--- config.mk ---
export PLATFORM = sky130hd
export DESIGN_NAME = param_updown_counter_flat
export DESIGN_NICKNAME = d
export VERILOG_FILES = /design/src/rtl/counter_pkg.sv /design/src/rtl/param_updown_counter_if.sv /design/src/rtl/counter_next_state.sv /design/src/rtl/param_updown_counter.sv /design/src/flat_wrapper.sv
export SDC_FILE = /design/constraint.sdc
export NUM_CORES = 1
export LEC_CHECK = 0
export ABC_AREA = 1
export CORE_AREA = 4 4 41 43
export DETAILED_ROUTE_END_ITERATION = 12
export DIE_AREA = 0 0 45 47
export GPL_TIMING_DRIVEN = 1
export PLACE_DENSITY = 0.75
export SLEW_MARGIN = 20
export SYNTH_ARGS = -nofsm -noshare
export SYNTH_HDL_FRONTEND = slang
export SYNTH_SLANG_ARGS = --single-unit
--- constraint.sdc ---
create_clock -name clk -period 1.6 [get_ports clk]
set_input_delay 0.48 -clock clk [delete_from_list [all_inputs] [get_ports clk]]
set_output_delay 0.48 -clock clk [all_outputs]
set_load 0.02 [all_outputs]
--- src/rtl/counter_pkg.sv ---
// Shared types and helpers for the parametrised up/down counter.
package counter_pkg;

    typedef enum logic {MODE_WRAP = 1'b0, MODE_SAT = 1'b1} cnt_mode_e;

    // 64-bit so that MODULUS = 2**32 (WIDTH=32) is representable.
    function automatic logic [63:0] clamp_mod(input logic [63:0] val, input logic [63:0] modulus);
        return (val >= modulus) ? (modulus - 64'd1) : val;
    endfunction

endpackage

--- src/rtl/param_updown_counter_if.sv ---
// Control/status bundle of param_updown_counter; master drives, slave is the counter.
interface param_updown_counter_if #(
    parameter int WIDTH = 4
);
    logic             en;
    logic             up;
    logic             clr;
    logic             load;
    logic [WIDTH-1:0] load_val;
    logic             ovf_clr;
    logic [WIDTH-1:0] count;
    logic             tc;
    logic             wrap_pulse;
    logic             ovf_sticky;

    modport master (
        output en, up, clr, load, load_val, ovf_clr,
        input  count, tc, wrap_pulse, ovf_sticky
    );

    modport slave (
        input  en, up, clr, load, load_val, ovf_clr,
        output count, tc, wrap_pulse, ovf_sticky
    );
endinterface

--- src/rtl/counter_next_state.sv ---
// Combinational next-count mux (clr > load > en) and range-end hit decode.
module counter_next_state
    import counter_pkg::*;
#(
    parameter int          WIDTH     = 4,
    parameter longint      MODULUS   = 16,
    parameter bit          SATURATE  = 1'b0,
    parameter int unsigned RESET_VAL = 0
) (
    input  logic [WIDTH-1:0] count,
    input  logic             en,
    input  logic             up,
    input  logic             clr,
    input  logic             load,
    input  logic [WIDTH-1:0] load_val,
    output logic [WIDTH-1:0] count_nxt,
    output logic             hit
);
    localparam logic [WIDTH-1:0] MAX  = WIDTH'(MODULUS - 1);
    localparam logic [WIDTH-1:0] RST  = WIDTH'(RESET_VAL);
    localparam cnt_mode_e        MODE = SATURATE ? MODE_SAT : MODE_WRAP;

    logic [WIDTH-1:0] cur;
    logic [WIDTH-1:0] ld;

    // Clamping the current value too keeps the output in range even from an
    // out-of-range count, so every path of the mux stays below MODULUS.
    assign cur = WIDTH'(clamp_mod(64'(count), 64'(MODULUS)));
    assign ld  = WIDTH'(clamp_mod(64'(load_val), 64'(MODULUS)));

    always_comb begin
        count_nxt = cur;
        hit       = 1'b0;
        if (clr) begin
            count_nxt = RST;
        end else if (load) begin
            count_nxt = ld;
        end else if (en) begin
            if (up) begin
                if (cur == MAX) begin
                    hit       = 1'b1;
                    count_nxt = (MODE == MODE_SAT) ? MAX : '0;
                end else begin
                    count_nxt = cur + WIDTH'(1);
                end
            end else begin
                if (cur == '0) begin
                    hit       = 1'b1;
                    count_nxt = (MODE == MODE_SAT) ? '0 : MAX;
                end else begin
                    count_nxt = cur - WIDTH'(1);
                end
            end
        end
    end
endmodule

--- src/rtl/param_updown_counter.sv ---
// Synchronous up/down counter with programmable modulus, wrap/saturate,
// clear/load, cascade terminal count and sticky overflow.
module param_updown_counter
    import counter_pkg::*;
#(
    parameter int          WIDTH     = 4,
    parameter longint      MODULUS   = 16,
    parameter bit          SATURATE  = 1'b0,
    parameter int unsigned RESET_VAL = 0
) (
    input  logic                  clk,
    input  logic                  reset,
    param_updown_counter_if.slave bus
);
    localparam logic [WIDTH-1:0] MAX = WIDTH'(MODULUS - 1);
    localparam logic [WIDTH-1:0] RST = WIDTH'(RESET_VAL);

    if (WIDTH < 1 || WIDTH > 32 || MODULUS < 2 || MODULUS > (64'd1 << WIDTH)
        || longint'(RESET_VAL) >= MODULUS) begin : g_bad_params
        $error("param_updown_counter: illegal WIDTH/MODULUS/RESET_VAL");
    end

    logic [WIDTH-1:0] count_q, count_d;
    logic             wrap_pulse_q, wrap_pulse_d;
    logic             ovf_sticky_q, ovf_sticky_d;
    logic             hit;

    counter_next_state #(
        .WIDTH     (WIDTH),
        .MODULUS   (MODULUS),
        .SATURATE  (SATURATE),
        .RESET_VAL (RESET_VAL)
    ) u_next (
        .count     (count_q),
        .en        (bus.en),
        .up        (bus.up),
        .clr       (bus.clr),
        .load      (bus.load),
        .load_val  (bus.load_val),
        .count_nxt (count_d),
        .hit       (hit)
    );

    // hit already excludes clr/load cycles; a set outranks ovf_clr.
    always_comb begin
        wrap_pulse_d = hit;
        ovf_sticky_d = hit | (ovf_sticky_q & ~bus.ovf_clr);
    end

    always_ff @(posedge clk or negedge reset) begin
        if (!reset) begin
            count_q      <= RST;
            wrap_pulse_q <= 1'b0;
            ovf_sticky_q <= 1'b0;
        end else begin
            count_q      <= count_d;
            wrap_pulse_q <= wrap_pulse_d;
            ovf_sticky_q <= ovf_sticky_d;
        end
    end

    assign bus.count      = count_q;
    assign bus.wrap_pulse = wrap_pulse_q;
    assign bus.ovf_sticky = ovf_sticky_q;
    assign bus.tc         = bus.en & (bus.up ? (count_q == MAX) : (count_q == '0));
endmodule
--- src/flat_wrapper.sv ---
// flat-port wrapper written by rule: the top's interface ports become plain ports
module param_updown_counter_flat import counter_pkg::*;
#(
    parameter int          WIDTH     = 4,
    parameter longint      MODULUS   = 16,
    parameter bit          SATURATE  = 1'b0,
    parameter int unsigned RESET_VAL = 0
)
  (clk, reset, bus_en, bus_up, bus_clr, bus_load, bus_load_val, bus_ovf_clr, bus_count, bus_tc, bus_wrap_pulse, bus_ovf_sticky);
  param_updown_counter_if #(.WIDTH(WIDTH)) bus_i ();
  input  logic clk;
  input  logic reset;
  input wire logic [$bits(bus_i.en)-1:0] bus_en;
  input wire logic [$bits(bus_i.up)-1:0] bus_up;
  input wire logic [$bits(bus_i.clr)-1:0] bus_clr;
  input wire logic [$bits(bus_i.load)-1:0] bus_load;
  input wire logic [$bits(bus_i.load_val)-1:0] bus_load_val;
  input wire logic [$bits(bus_i.ovf_clr)-1:0] bus_ovf_clr;
  output wire logic [$bits(bus_i.count)-1:0] bus_count;
  output wire logic [$bits(bus_i.tc)-1:0] bus_tc;
  output wire logic [$bits(bus_i.wrap_pulse)-1:0] bus_wrap_pulse;
  output wire logic [$bits(bus_i.ovf_sticky)-1:0] bus_ovf_sticky;
  assign bus_i.en = bus_en;
  assign bus_i.up = bus_up;
  assign bus_i.clr = bus_clr;
  assign bus_i.load = bus_load;
  assign bus_i.load_val = bus_load_val;
  assign bus_i.ovf_clr = bus_ovf_clr;
  assign bus_count = bus_i.count;
  assign bus_tc = bus_i.tc;
  assign bus_wrap_pulse = bus_i.wrap_pulse;
  assign bus_ovf_sticky = bus_i.ovf_sticky;
  param_updown_counter #(.WIDTH(WIDTH), .MODULUS(MODULUS), .SATURATE(SATURATE), .RESET_VAL(RESET_VAL)) u_core (.clk(clk), .reset(reset), .bus(bus_i));
endmodule
# --- Word level (Yosys, flattened, before mapping) ---
# Index checks and enable logic that the tools add are counted.
word_totals:
  regBits: 6
  inputBits: 11
  output_inout_bits: 7
classes:
  add_sub_neg: 2
  eq_ne: 1
  muxes: 13
  bitwise_logic: 4
  reduce_logical: 2
ops:
  columns: ["cell", "count"]
  rows:
  - ["4-bit 2-to-1 mux", 6]
  - ["1-bit 2-to-1 mux", 7]
  - ["4-bit by 1-bit adder with 4-bit output, second input constant", 1]
  - ["4-bit == test, second input constant", 1]
  - ["4-bit logical NOT", 1]
  - ["4-bit by 1-bit subtractor with 4-bit output, second input constant", 1]
  - ["3-bit nonzero test", 1]
  - ["1-bit AND", 2]
  - ["1-bit NOT", 1]
  - ["1-bit bitwise OR", 1]

# --- Logic depth before layout (Yosys ltp) ---
logic_depth:
  depth_word: 7
  mapped_depth: 10

# --- Cells and area by module ---
# Synthesis repeated with hierarchy kept, for this count alone.
unflattened:
  hier_cells: 74
  hier_area_um2: 481.7
by_module_without_submodules:
  columns: ["module", "instances", "cells_per_inst", "area_per_inst_um2", "seq_area_each_um2"]
  rows:
  - ["counter_next_state", 1, 55, 276.5, 0.0]
  - ["param_updown_counter", 1, 19, 205.2, 150.1]

# --- Worst setup path after synthesis ---
# OpenSTA, ideal clock, no wires.
synth_timing:
  kind: "flip-flop to output port"
  from: "reg u_core.count_q[1] (netlist: u_core.bus.count[1])"
  to: "out bus_tc"
  t_arrival_ps: 1270
  required_ps: 1120
  path_slack_ps: -150
  path_stages_with_launch: 6
  path_buffers: 0
  cell_sequence: "dfrtp_1 ha_1 nand3_2 mux2i_1 nand2_1 inv_1"
synth_via:
  elab_chain_len: 3
  word_cells_on_any_way: 4
  cone_classes: "eq/ne: 1; mux: 1; bitwise: 1; reduce/logical: 1"
synth_rtl:
  columns: ["item", "line_no", "source"]
  rows:
  - ["from (decl)", "param_updown_counter.sv:23", "logic [WIDTH-1:0] count_q, count_d;"]
  - ["from (signal assigned)", "param_updown_counter.sv:56", "count_q <= count_d;"]
  - ["4-bit == test or 4-bit logical NOT (tied branches)", "param_updown_counter.sv:65", "assign bus.tc = bus.en & (bus.up ? (count_q == MAX) : (count_q == '0));"]
  - ["1-bit 2-to-1 mux (*)", "param_updown_counter.sv:65", null]
  - ["1-bit AND (*)", "param_updown_counter.sv:65", null]
  - ["to (decl)", "flat_wrapper.sv:20", "output wire logic [$bits(bus_i.tc)-1:0] bus_tc;"]
# Every way passes the cells marked *; elsewhere a longest branch is shown, timed or not.

# --- Worst setup path after layout ---
layout_timing:
  from: "reg u_core.count_q[0] (netlist: u_core.bus.count[0])"
  to: "out bus_tc"
# Same word-level chain as after synthesis.

==> impl_metrics.toml <==
[route]
first_pass_iters = 4
wirelength_mm = 1.38
routedWlPerCell_um = 11.7
routed_via_density = 4.66
drc_errors = 0
vias = 550
drt_iter0_drc = 9
postRouteAntennaNets = 0

[floorplan]
rows = 13
dieHeight_um = 47
die_x_um = 45
start_util_pct = 37.4
io-pin-count = 18
die_area_um2 = 2120
coreArea_um2 = 1300

[final_layout]
layout_commonest_cell = "nand2_1"
nets = 117
final_cells = 118
syn_to_final_growth_pct = 77.9
num_antenna_cells = 0
final_area_um2 = 866
post-route-util_pct = 66.5
fillerInstances = 114
drive_above_1_share_pct = 42.7
final_cell_mix = "18 x nand2_1, 17 x buf_4, 9 x clkdlybuf4s50_1, 5 x inv_1"

[place]
dp.cells = 110
placed_cell_area_um2 = 801
hpwl_mm = 1.13
io_buffers = 17
globalplace.congestion = 0.933

[logic_synthesis]
synth_top_family_by_area = "simple AND/OR/NAND/NOR gates"
synth_top_cell_area_share_pct = 30.8
synth.ff_latch_count = 6
ys_types = 22
yosys.area_share.simple_pct = 36.0
syn_avg_cell_area_um2 = 7.49
yosys.area.top_type = "dfrtp_1"
synth_xor_area_share_pct = 0
syn_inst = 65
netlist_area_um2 = 487
synth_compound_area_share_pct = 16.7
synth-warning-count = 0
synth_fa_ha_area_share_pct = 5.14
synth.area.top_cells = "dfrtp_1 31%, nand2_1 15%, nor2_4 9.3%, inv_1 6.2%, ha_1 5.1%"
synth_nets = 78
synth_mux_area_share_pct = 2.06
ys_seq_area_share_pct = 30.8

[clock_network]
cts-buffers-inserted = 3
clkLatencyLatePin_ps = 240
cts_tree = "yes"
clockRootBuffer = "clkbuf_4"
cts_hold_buf = 0
clk_pin_slew_ps = 50
clockBufferDepth = 2
cts_num_sinks = 6
h-tree-depth = 1

[status]
status = "finished with violations"
violations = "setup timing"

[worst_setup_path]
crit_required_ps = 1120
cp_max_fo = 3
cp-end-kind = "primary output"
slowest_delay_ps = 450
crit_type = "reg -> out"
arrival_ps = 1370
worstSetupStartpointType = "flip-flop"
crit_path_cell_trace = "inv_4, ha_4, nand2_4, mux2i_1, nand2_1, inv_2, buf_6"
slowest_stage = "dfrtp_2"

[timing]
fin_worst_skew_ps = 5.41
worst_slack_ps = -251
hold_viol = 0
fin_crit_sh_pct = 116
worst_pin_slew_ps = 250
setup_viol = 1
slew-limit-headroom_pct = 83.3
slew_violations = 0
finalCriticalPeriod_ps = 1850
fmax_ghz = 0.540
rsz0062_at_grt = "yes"

[grt]
gr-total-overflow = 0
grt_pass1_vias = 566
antenna_found_initial = 0
grtUsageTotal_pct = 14.8
grt_pass1_wl_mm = 2.29
grt_max_degree = 8

[min_path]
hp-class = "in -> async"

[power_and_ir_drop]
total_power_mw = 0.584
p_leak_nw = 0.419
vdd_drop_max_mv = 0.308
powerDensity_nw_per_um2 = 674

[run]
drv_cap = 0
-- Yosys cell counts --
library cell	instances
a21oi_1	3
buf_6	1
dfrtp_1	6
ha_1	2
inv_1	8
inv_2	1
mux2i_1	1
nand2_1	19
nand2_2	1
nand3_1	4
nand3_2	1
nand4_1	1
nor2_1	1
nor2_2	1
nor2_4	4
o211ai_1	1
o21a_1	2
o21ai_0	2
o21ai_1	3
o22ai_1	1
o22ai_2	1
or2_1	1
-- metal layers --
layer	GRT usage [%]	wire [µm]	vias up	part of all wire, %
met2	28.8	729	15	53
met5	0	0	-	0
met3	1.15	72	0	5.2
met4	3.51	0	0	0
met1	17.4	577	246	42
li1	-	-	289	-
-- logic make-up after synthesis --
logic type | count (synthesis)
buffers and inverters | 10
adder cells (fa/ha/maj) | 2
AO/OA/AOI/OAI | 13
AND/OR/NAND/NOR | 33
flip-flops | 6
multiplexers | 1
-- report_power, final --
part | internal (mW) | switching [mW]
Combinational | 0.132 | 0.124
Sequential | 0.165 | 0.0181
Clock | 0.0942 | 0.0511
Total | 0.391 | 0.193
-- worst max-delay path: cells and delay by family, from the launching register on --
family | cells | cell delay, ps
flip-flops | 1 | 450
buffers and inverters | 3 | 250
AND/OR/NAND/NOR | 2 | 150
multiplexers | 1 | 150
adder cells (fa/ha/maj) | 1 | 140
-- sequential cells by signal (all words and copies together) (netlist names) --
signal	flops
u_core.bus.ovf_sticky	1
u_core.bus.wrap_pulse	1
u_core.bus.count	4
-- cell type report --
class	instances	area, µm²	share of cell area [%]
Timing Repair Buffer	35	303	35.0
Tap cell	15	18.8	2.17
Sequential cell	6	154	17.8
Clock buffer	4	26.3	3.03
Inverter	9	36.3	4.19
Multi-Input combinational cell	49	328	37.9
-- path summary, 6_finish.rpt --
check	start	end	slack, ps	depth (start not counted)
max	u_core.bus.count[0]$_DFFE_PN0P_	bus_tc	-250	7
min	reset	u_core.bus.count[3]$_DFFE_PN0P_	470	1
max in group asynchronous	reset	u_core.bus.count[2]$_DFFE_PN0P_	900	1
min in group clk	u_core.bus.ovf_sticky$_DFF_PN0_	u_core.bus.ovf_sticky$_DFF_PN0_	550	2
max reg2reg	u_core.bus.count[0]$_DFFE_PN0P_	u_core.bus.count[2]$_DFFE_PN0P_	70	9
min reg2reg	u_core.bus.ovf_sticky$_DFF_PN0_	u_core.bus.ovf_sticky$_DFF_PN0_	550	2
-- metrics by stage --
step	setup slack [ps]	TNS [ps]	hold WS, ps
final	-251	-251	471
after global routing	-328	-345	488
after CTS	-254	-492	472
after detailed placement	-840	-1250	552
after global placement	-812	-1110	539
after floorplan	3.37	0	184
-- what timing repair did --
item | in CTS | in global routing
pin swaps | 3 | 5
setup endpoints to repair | 7 | 5
buffers inserted | 6 | 2
resized for setup | 21 | 6
(Power assumes the default switching activity.)
